[src/rtl/kaf_readout_seq.sv]
// KAF CCD + AD9826 full-frame readout sequencer.
// Generates the CCD and digitiser clocks for each row and streams the captured
// pixel bytes (high byte first) to the TX FIFO. Rows start only when the FIFO
// has room for a whole row, so a row is never interrupted once started.
module kaf_readout_seq #(
    parameter int unsigned N_ROWS   = 512,
    parameter int unsigned N_COLS   = 768,
    parameter int unsigned AD_PIPE  = 3,
    parameter int unsigned V_CYC    = 16,
    parameter int unsigned H_SETTLE = 32,
    parameter int unsigned AMP_CYC  = 1024
) (
    input  logic       clk,
    input  logic       rst_n,
    input  logic       start,
    input  logic       abort,
    input  logic       row_room,
    input  logic       fifo_full,
    input  logic [7:0] ad_data,
    output logic       busy,
    output logic       done,
    output logic       overrun,
    output logic [7:0] pix_data,
    output logic       pix_wr,
    output logic       kaf_v1,
    output logic       kaf_v2,
    output logic       kaf_h1,
    output logic       kaf_r,
    output logic       kaf_amp,
    output logic       ad_cdsclk1,
    output logic       ad_cdsclk2,
    output logic       ad_adclk
);

    localparam int unsigned NSlots = N_COLS + AD_PIPE;
    localparam int unsigned CntMax = (AMP_CYC > V_CYC) ?
                                     ((AMP_CYC > H_SETTLE) ? AMP_CYC : H_SETTLE) :
                                     ((V_CYC > H_SETTLE) ? V_CYC : H_SETTLE);
    localparam int unsigned CntW   = (CntMax > 1) ? $clog2(CntMax) : 1;
    localparam int unsigned RowW   = (N_ROWS > 1) ? $clog2(N_ROWS) : 1;
    localparam int unsigned SlotW  = (NSlots > 1) ? $clog2(NSlots) : 1;

    typedef enum logic [2:0] {
        StIdle, StAmpOn, StWaitRoom, StVxferA, StVxferB, StHsettle, StPixel, StDone
    } state_e;

    state_e           state_q, state_d;
    logic [CntW-1:0]  cnt_q, cnt_d;
    logic [RowW-1:0]  row_q, row_d;
    logic [SlotW-1:0] slot_q, slot_d;
    logic [2:0]       phase_q, phase_d;
    logic             overrun_q, overrun_d;
    logic [7:0]       pix_data_q, pix_data_d;
    logic             pix_wr_q, pix_wr_d;
    logic             busy_q, busy_d, done_q, done_d, amp_q, amp_d;
    logic             v1_q, v1_d, v2_q, v2_d, h1_q, h1_d, r_q, r_d;
    logic             cds1_q, cds1_d, cds2_q, cds2_d, adclk_q, adclk_d;
    logic             pix_d;

    // Next-state sequencing; outputs are decoded from the next state so that
    // every output is a flop that matches the state it is in.
    always_comb begin
        state_d    = state_q;
        cnt_d      = cnt_q;
        row_d      = row_q;
        slot_d     = slot_q;
        phase_d    = phase_q;
        overrun_d  = overrun_q;
        pix_data_d = pix_data_q;
        pix_wr_d   = 1'b0;

        // The byte on the bus this cycle is written regardless of FIFO state.
        if (pix_wr_q && fifo_full) overrun_d = 1'b1;

        unique case (state_q)
            StIdle: begin
                if (start && !abort) begin
                    state_d   = StAmpOn;
                    cnt_d     = '0;
                    row_d     = '0;
                    overrun_d = 1'b0;
                end
            end
            StAmpOn: begin
                cnt_d = cnt_q + CntW'(1);
                if (cnt_q == CntW'(AMP_CYC - 1)) begin
                    state_d = StWaitRoom;
                    cnt_d   = '0;
                end
            end
            StWaitRoom: begin
                if (row_room) begin
                    state_d = StVxferA;
                    cnt_d   = '0;
                end
            end
            StVxferA: begin
                cnt_d = cnt_q + CntW'(1);
                if (cnt_q == CntW'(V_CYC - 1)) begin
                    state_d = StVxferB;
                    cnt_d   = '0;
                end
            end
            StVxferB: begin
                cnt_d = cnt_q + CntW'(1);
                if (cnt_q == CntW'(V_CYC - 1)) begin
                    state_d = StHsettle;
                    cnt_d   = '0;
                end
            end
            StHsettle: begin
                cnt_d = cnt_q + CntW'(1);
                if (cnt_q == CntW'(H_SETTLE - 1)) begin
                    state_d = StPixel;
                    cnt_d   = '0;
                    slot_d  = '0;
                    phase_d = '0;
                end
            end
            StPixel: begin
                phase_d = phase_q + 3'd1;
                // Early slots only flush the AD9826 pipeline.
                if ((phase_q == 3'd3 || phase_q == 3'd7) && slot_q >= SlotW'(AD_PIPE)) begin
                    pix_wr_d   = 1'b1;
                    pix_data_d = ad_data;
                end
                if (phase_q == 3'd7) begin
                    slot_d = slot_q + SlotW'(1);
                    if (slot_q == SlotW'(NSlots - 1)) begin
                        if (row_q == RowW'(N_ROWS - 1)) begin
                            state_d = StDone;
                        end else begin
                            row_d   = row_q + RowW'(1);
                            state_d = StWaitRoom;
                        end
                    end
                end
            end
            StDone: begin
                state_d = StIdle;
            end
            default: begin
                state_d = StIdle;
            end
        endcase

        if (state_q != StIdle && abort) begin
            state_d  = StIdle;
            pix_wr_d = 1'b0;
        end

        if (state_d == StIdle) pix_data_d = 8'h00;

        pix_d   = (state_d == StPixel);
        busy_d  = (state_d != StIdle);
        amp_d   = (state_d != StIdle);
        done_d  = (state_d == StDone);
        v1_d    = (state_d != StVxferA);
        v2_d    = (state_d == StVxferA);
        r_d     = pix_d && (phase_d == 3'd0);
        h1_d    = pix_d && (phase_d < 3'd4);
        adclk_d = pix_d && (phase_d < 3'd4);
        cds1_d  = pix_d && (phase_d == 3'd2);
        cds2_d  = pix_d && (phase_d == 3'd6);
    end

    // State and registered outputs with synchronous active-low reset.
    always_ff @(posedge clk) begin
        if (!rst_n) begin
            state_q    <= StIdle;
            cnt_q      <= '0;
            row_q      <= '0;
            slot_q     <= '0;
            phase_q    <= '0;
            overrun_q  <= 1'b0;
            pix_data_q <= 8'h00;
            pix_wr_q   <= 1'b0;
            busy_q     <= 1'b0;
            done_q     <= 1'b0;
            amp_q      <= 1'b0;
            v1_q       <= 1'b1;
            v2_q       <= 1'b0;
            h1_q       <= 1'b0;
            r_q        <= 1'b0;
            cds1_q     <= 1'b0;
            cds2_q     <= 1'b0;
            adclk_q    <= 1'b0;
        end else begin
            state_q    <= state_d;
            cnt_q      <= cnt_d;
            row_q      <= row_d;
            slot_q     <= slot_d;
            phase_q    <= phase_d;
            overrun_q  <= overrun_d;
            pix_data_q <= pix_data_d;
            pix_wr_q   <= pix_wr_d;
            busy_q     <= busy_d;
            done_q     <= done_d;
            amp_q      <= amp_d;
            v1_q       <= v1_d;
            v2_q       <= v2_d;
            h1_q       <= h1_d;
            r_q        <= r_d;
            cds1_q     <= cds1_d;
            cds2_q     <= cds2_d;
            adclk_q    <= adclk_d;
        end
    end

    assign busy       = busy_q;
    assign done       = done_q;
    assign overrun    = overrun_q;
    assign pix_data   = pix_data_q;
    assign pix_wr     = pix_wr_q;
    assign kaf_v1     = v1_q;
    assign kaf_v2     = v2_q;
    assign kaf_h1     = h1_q;
    assign kaf_r      = r_q;
    assign kaf_amp    = amp_q;
    assign ad_cdsclk1 = cds1_q;
    assign ad_cdsclk2 = cds2_q;
    assign ad_adclk   = adclk_q;

endmodule
[config.mk]
export PLATFORM = sky130hd
export DESIGN_NAME = kaf_readout_seq
export DESIGN_NICKNAME = d
export VERILOG_FILES = /design/src/rtl/kaf_readout_seq.sv
export SDC_FILE = /design/constraint.sdc
export NUM_CORES = 1
export LEC_CHECK = 0
export CAP_MARGIN = 15
export CORE_MARGIN = 1
export CORE_UTILIZATION = 55
export DETAILED_ROUTE_END_ITERATION = 10
export HOLD_SLACK_MARGIN = 0.08
export PLACE_DENSITY = 0.79
export SYNTH_ARGS = -nofsm -noshare
export SYNTH_HDL_FRONTEND = slang
export SYNTH_SLANG_ARGS = --single-unit
[constraint.sdc]
create_clock -name clk -period 3.2 [get_ports clk]
set_clock_uncertainty 0.2 [all_clocks]
set_input_delay 0.96 -clock clk [delete_from_list [all_inputs] [get_ports clk]]
set_output_delay 0.96 -clock clk [all_outputs]
set_load 0.1 [all_outputs]
# Word level (Yosys, flattened, before mapping)
# Cells that the tools add are included.
# Widths: inputs -> output; s select.
[totals]
ff_bits = 53
latch_bits = 0
mem_bits_rw = 0
romBits = 0
input_bits = 14
word_cells = 106
memories = 0
[op_classes]
add_sub_neg = 4
mul = 0
div_mod_pow = 0
n_lt_le_gt_ge = 2
eq_ne = 26
shift = 0
muxes = 31
n_bitwise = 2
reduce_logical = 25
[ops]
columns = ["operator", "count"]
rows = [
  ["$mux 10", 7],
  ["$pmux 10 s5", 1],
  ["$mux 9", 4],
  ["$mux 3", 11],
  ["$eq 3x3->1 const B", 8],
  ["$pmux 3 s8", 1],
  ["$add 10x1->10 const B", 2],
  ["$eq 10x10->1 const B", 2],
  ["$pmux 10 s2", 1],
  ["$pmux 9 s2", 1],
  ["$eq 3x2->1 const B", 5],
  ["$ne 2x2->1 const B", 6],
  ["$eq 10x4->1 const B", 1],
  ["$eq 10x5->1 const B", 1],
  ["$ge 10x2->1 const B", 1],
  ["$add 9x1->9 const B", 1],
  ["$eq 9x9->1 const B", 1],
  ["$logic_not 3->1", 3],
  ["$logic_and 1x1->1", 8],
  ["$pmux 3 s2", 1],
  ["$reduce_and 3->1", 2],
  ["$reduce_bool 3->1", 2],
  ["$reduce_and 5->1", 1],
  ["$reduce_bool 5->1", 1],
  ["other kinds (12)", 18],
]

# Depth between registers and ports, before layout
# Gate-level depths: netlist of run 1.
[logic_depth]
ltp_word = 8
ltp_mapped = 9
mapped_depth_nobuf = 9

# Worst setup path after synthesis of run 1
# No wires, ideal clock.
[synth_path]
path_type = "flip-flop to output port"
start = "register amp_q, in the netlist kaf_amp"
end = "output port kaf_amp"
t_arrival_ns = 1.356
slack_ns = 0.684
stages_incl_launch_ff = 2
path_buffers = 1
cell_sequence = "dfxtp_1 -> buf_4"
[synth_lines]
columns = ["item", "line_no", "source"]
rows = [
  ["from (decl)", "55", "logic busy_q, busy_d, done_q, done_d, amp_q, amp_d;"],
  ["from (signal assigned)", "199", "amp_q <= amp_d;"],
  ["to (decl)", "29", "output logic kaf_amp,"],
]
# No word-level cell between the ends.

# Worst setup path after layout of run 1
[layout_path]
start = "register cnt_q[5]"
end = "register cds1_q, in the netlist ad_cdsclk1"
[layout_between]
elab_chain_cells = 6
elab_cells_between_ends = 14
[layout_lines]
columns = ["item", "line_no", "source"]
rows = [
  ["from (decl)", "48", "logic [CntW-1:0] cnt_q, cnt_d;"],
  ["from (signal assigned)", "190", "cnt_q <= cnt_d;"],
  ["$eq 10x5->1 (tied with other cells)", "113", "if (cnt_q == CntW'(H_SETTLE - 1)) begin"],
  ["$mux 3, on equally long branches", "n/a", ""],
  ["$pmux 3 s8", "75", "unique case (state_q)"],
  ["$mux 3", "147", "if (state_q != StIdle && abort) begin"],
  ["$eq 3x3->1", "154", "pix_d = (state_d == StPixel);"],
  ["$logic_and 1x1->1 (*)", "163", "cds1_d = pix_d && (phase_d == 3'd2);"],
  ["to (signal assigned)", "204", "cds1_q <= cds1_d;"],
  ["to (decl)", "57", "logic cds1_q, cds1_d, cds2_q, cds2_d, adclk_q, adclk_d;"],
]
# Every way passes the cells marked *; elsewhere a longest branch is shown, timed or not.
# A chain may end at the register's enable or synchronous reset.

==> run summary, run 1 <==
status - finished, final reports clean
number of synthesized flops with an enable pin - 0
WHS Path Cells - 2
internal power - 847 uW
die area - 5370 um2
hold path startpoint - row_q[7]
dpl ws - 0.285 ns
syn_nets - 349
share of cells above drive strength 1 - 0.139
Final min period - 2.72 ns
Final Hold Violating Endpoints - 0
Slew headroom - 0.484
Max clock buf depth - 2
Seq/Total Area, Yosys - 0.380
arrival time of the worst setup path - 2.75 ns
clk slew on worst S/H paths - 0.10 ns
Buf+Inv Stages, Crit Path - 0
H-tree levels - 2
largest family of logic cells by synthesized area - simple AND/OR/NAND/NOR gates
post-route cell area - 3240 um2
first-pass GRT wire length - 10400 um
Reg-to-Reg Start - cnt_q[5]
clock share of power - 0.337
final net count - 380
Req. time, crit path - 3.22 ns
P_sw - 270 uW
Largest delay share family, worst path - simple AND/OR/NAND/NOR gates
peak supply drop - 220 uV
Max Cap Violations - 0
Post-Synth Adder-Cell Area - 0.0313
Die X - 73.3 um
Cells after Synth - 328
Power, Total - 1120 uW
Final Cycle Share - 0.850
Largest stage delay, worst path - 0.73 ns
Yosys Warn Count - 0
GRT met1 Usage - 0.346
Yosys top cell by area - dfxtp_1
RePlAce Congestion - 0.862
post-synthesis async set-or-reset flop share - 0
largest net degree at the start of global routing - 24
Ports - 34
hold endpoint - row_q[7]
Total GRT Usage - 0.247
Crit-path slowest cell - or4_1
GR Layer Usage met3 - 0.0453
Tightest Pin Transition - 0.770 ns
CTS Buf Count - 5
# DRC - 0
# port buffers - 33
Net Sw Frac - 0.242
CORE AREA - 4820 um2
synth unique cells - 62
TritonRoute pass-1 iters - 4
Crit Path Category - register to register
simple-gate area share of the yosys netlist - 0.278
R2R Path End - ad_cdsclk1
Root Buffer - clkbuf_8
register-to-register setup slack - 0.48 ns
Slew Limit Fails - 0
CP startpoint kind - register
setup bufs post-CTS - 0
Die Span Y - 73.3 um
Post-Synth XOR/XNOR Area - 0.0439
Main synth FF type - dfxtp_1
most common cell in the netlist - dfxtp_1
placed cell area - 3150 um2
CTS Hold Buffers Added - 0
R2R cell count - 5
#FFs+latches synth - 53
most instantiated cells after synthesis - dfxtp_1, nor2_1, a21oi_1, nand2_1, clkbuf_1
top cell type's share of synthesized area - 0.380
RSZ-0062 raised after global routing - no
post-CTS sizing - 0
mux share of post-synthesis cell area - 0.0322
met2 Usage GRT - 0.384
Initial Util - 0.580
global route hottest layer - met2
Rows - 25
total clock sinks - 53
drt total wl - 6020 um
setup ws final - 0.480 ns
gr ovfl total - 0
post-route ant nets - 0
PD cells - 345 nW/um2
Layout area overhead - 15.8%
vias in the first global route - 2267
Leakage - 0.00124 uW
Min Hold Slack - 0.288 ns
clock latency on the worst-skew pair - 0.31 ns
Crit. End Element - register
Compound-Gate Fraction of Synth Area - 0.190
Comb pwr share - 0.067
CTS tree - yes
drt wl/cell - 14.1 um
1st-iter DRT viols - 251
Antenna Cells - 0
critical path fanouts, max - 9
cell area after synthesis - 2800 um2
syn avg cell area - 8.52 um2
initial antenna violation count - 0
part of the power in registers - 0.596
post-route setup TNS - 0 ns
fmax - 0.368 GHz
routed vias/inst - 5.80
via count - 2476
final setup violation count - 0
Min-Delay Path Class - register to register
Cell Chain, Critical Path - or4_1 > or3_1 > o311ai_2 > o211ai_2 > nor4_2
Post-DP HPWL - 4320 um
largest cells by area after synthesis - dfxtp_1, nor2_1, a21oi_1
-- cell families after synthesis --
| group | count (synthesis) |
|---|---|
| flip-flops | 53 |
| AO/OA/AOI/OAI | 76 |
| adder cells (fa/ha/maj) | 7 |
| XOR/XNOR | 14 |
| multiplexers | 9 |
| AND/OR/NAND/NOR | 140 |
| buffers and inverters | 29 |
-- through the flow --
step / instances / util
final: 427 / 0.672
after global routing: 427 / 0.672
after CTS: 427 / 0.672
after detailed placement: 419 / 0.654
after global placement: 419 / 0.654
after floorplan: 328 / -
-- worst reg2reg max path, cell delays in order (launching register included) --
cell and delay, ns:
dfxtp_1 0.36, or4_1 0.74, or3_1 0.39, o311ai_2 0.48, o211ai_2 0.22, nor4_2 0.25
-- per-layer routing --
layer,up-vias,share of wire
li1,1271,-
met5,-,0
met1,1120,0.48
met3,10,0.057
met4,0,0.017
met2,75,0.45
-- layout make-up --
class	count	area (um2)
well taps	67	83.8
fillers	427	1580
inverters	10	37.5
clock inverters	2	15.0
repair buffers	43	355
flip-flops and latches	53	1060
multi-input cells	246	1610
clock buffers	6	72.6
-- sequential cells by signal, indices dropped and copies added, names as in the netlist --
name and count:
ad_adclk 1, ad_cdsclk1 1, ad_cdsclk2 1, cnt_q 10, done 1, kaf_amp 1, kaf_r 1, kaf_v1 1
kaf_v2 1, overrun 1, phase_q 3, pix_data 8, pix_wr 1, row_q 9, slot_q 10, state_q 3
-- power by group through the flow --
stage,sequential (uW),clock (uW),combinational [uW]
finish,666,376,75.2
global route,667,407,81.3
CTS,666,383,74.9
detailed placement,681,0,74.3
global placement,681,0,73.7
floorplan,683,0,39.9
-- placed cells by master (no fill, tap or decap), types with 10 or more instances in the layout --
cell,n
nor2_1,36
o21ai_0,12
inv_1,10
xor2_1,11
clkdlybuf4s50_1,13
nand2_1,21
dfxtp_1,53
nand4_1,12
buf_4,30
a21oi_1,25
-- worst max-delay path by stage --
stage	startpoint	endpoint	slack, ns	depth (start not counted)
6_report	cnt_q[5]	ad_cdsclk1	0.48	5
5_1_grt	cnt_q[5]	slot_q[8]	0.35	5
4_1_cts	cnt_q[5]	ad_cdsclk1	0.48	5
3_5_place_dp	abort	row_q[7]	0.28	5
3_3_place_gp	abort	row_q[5]	0.34	5
2_1_floorplan	kaf_amp	kaf_amp	0.68	1
(Power assumes the default switching activity.)
==> run 2, diff against run 1 <==
- CTS_CLUSTER_DIAMETER: unset -> 40
- HOLD_SLACK_MARGIN: 0.08 -> unset
==> results of run 2 <==
No change in the layout: final DEF, timing and power equal those of run 1.
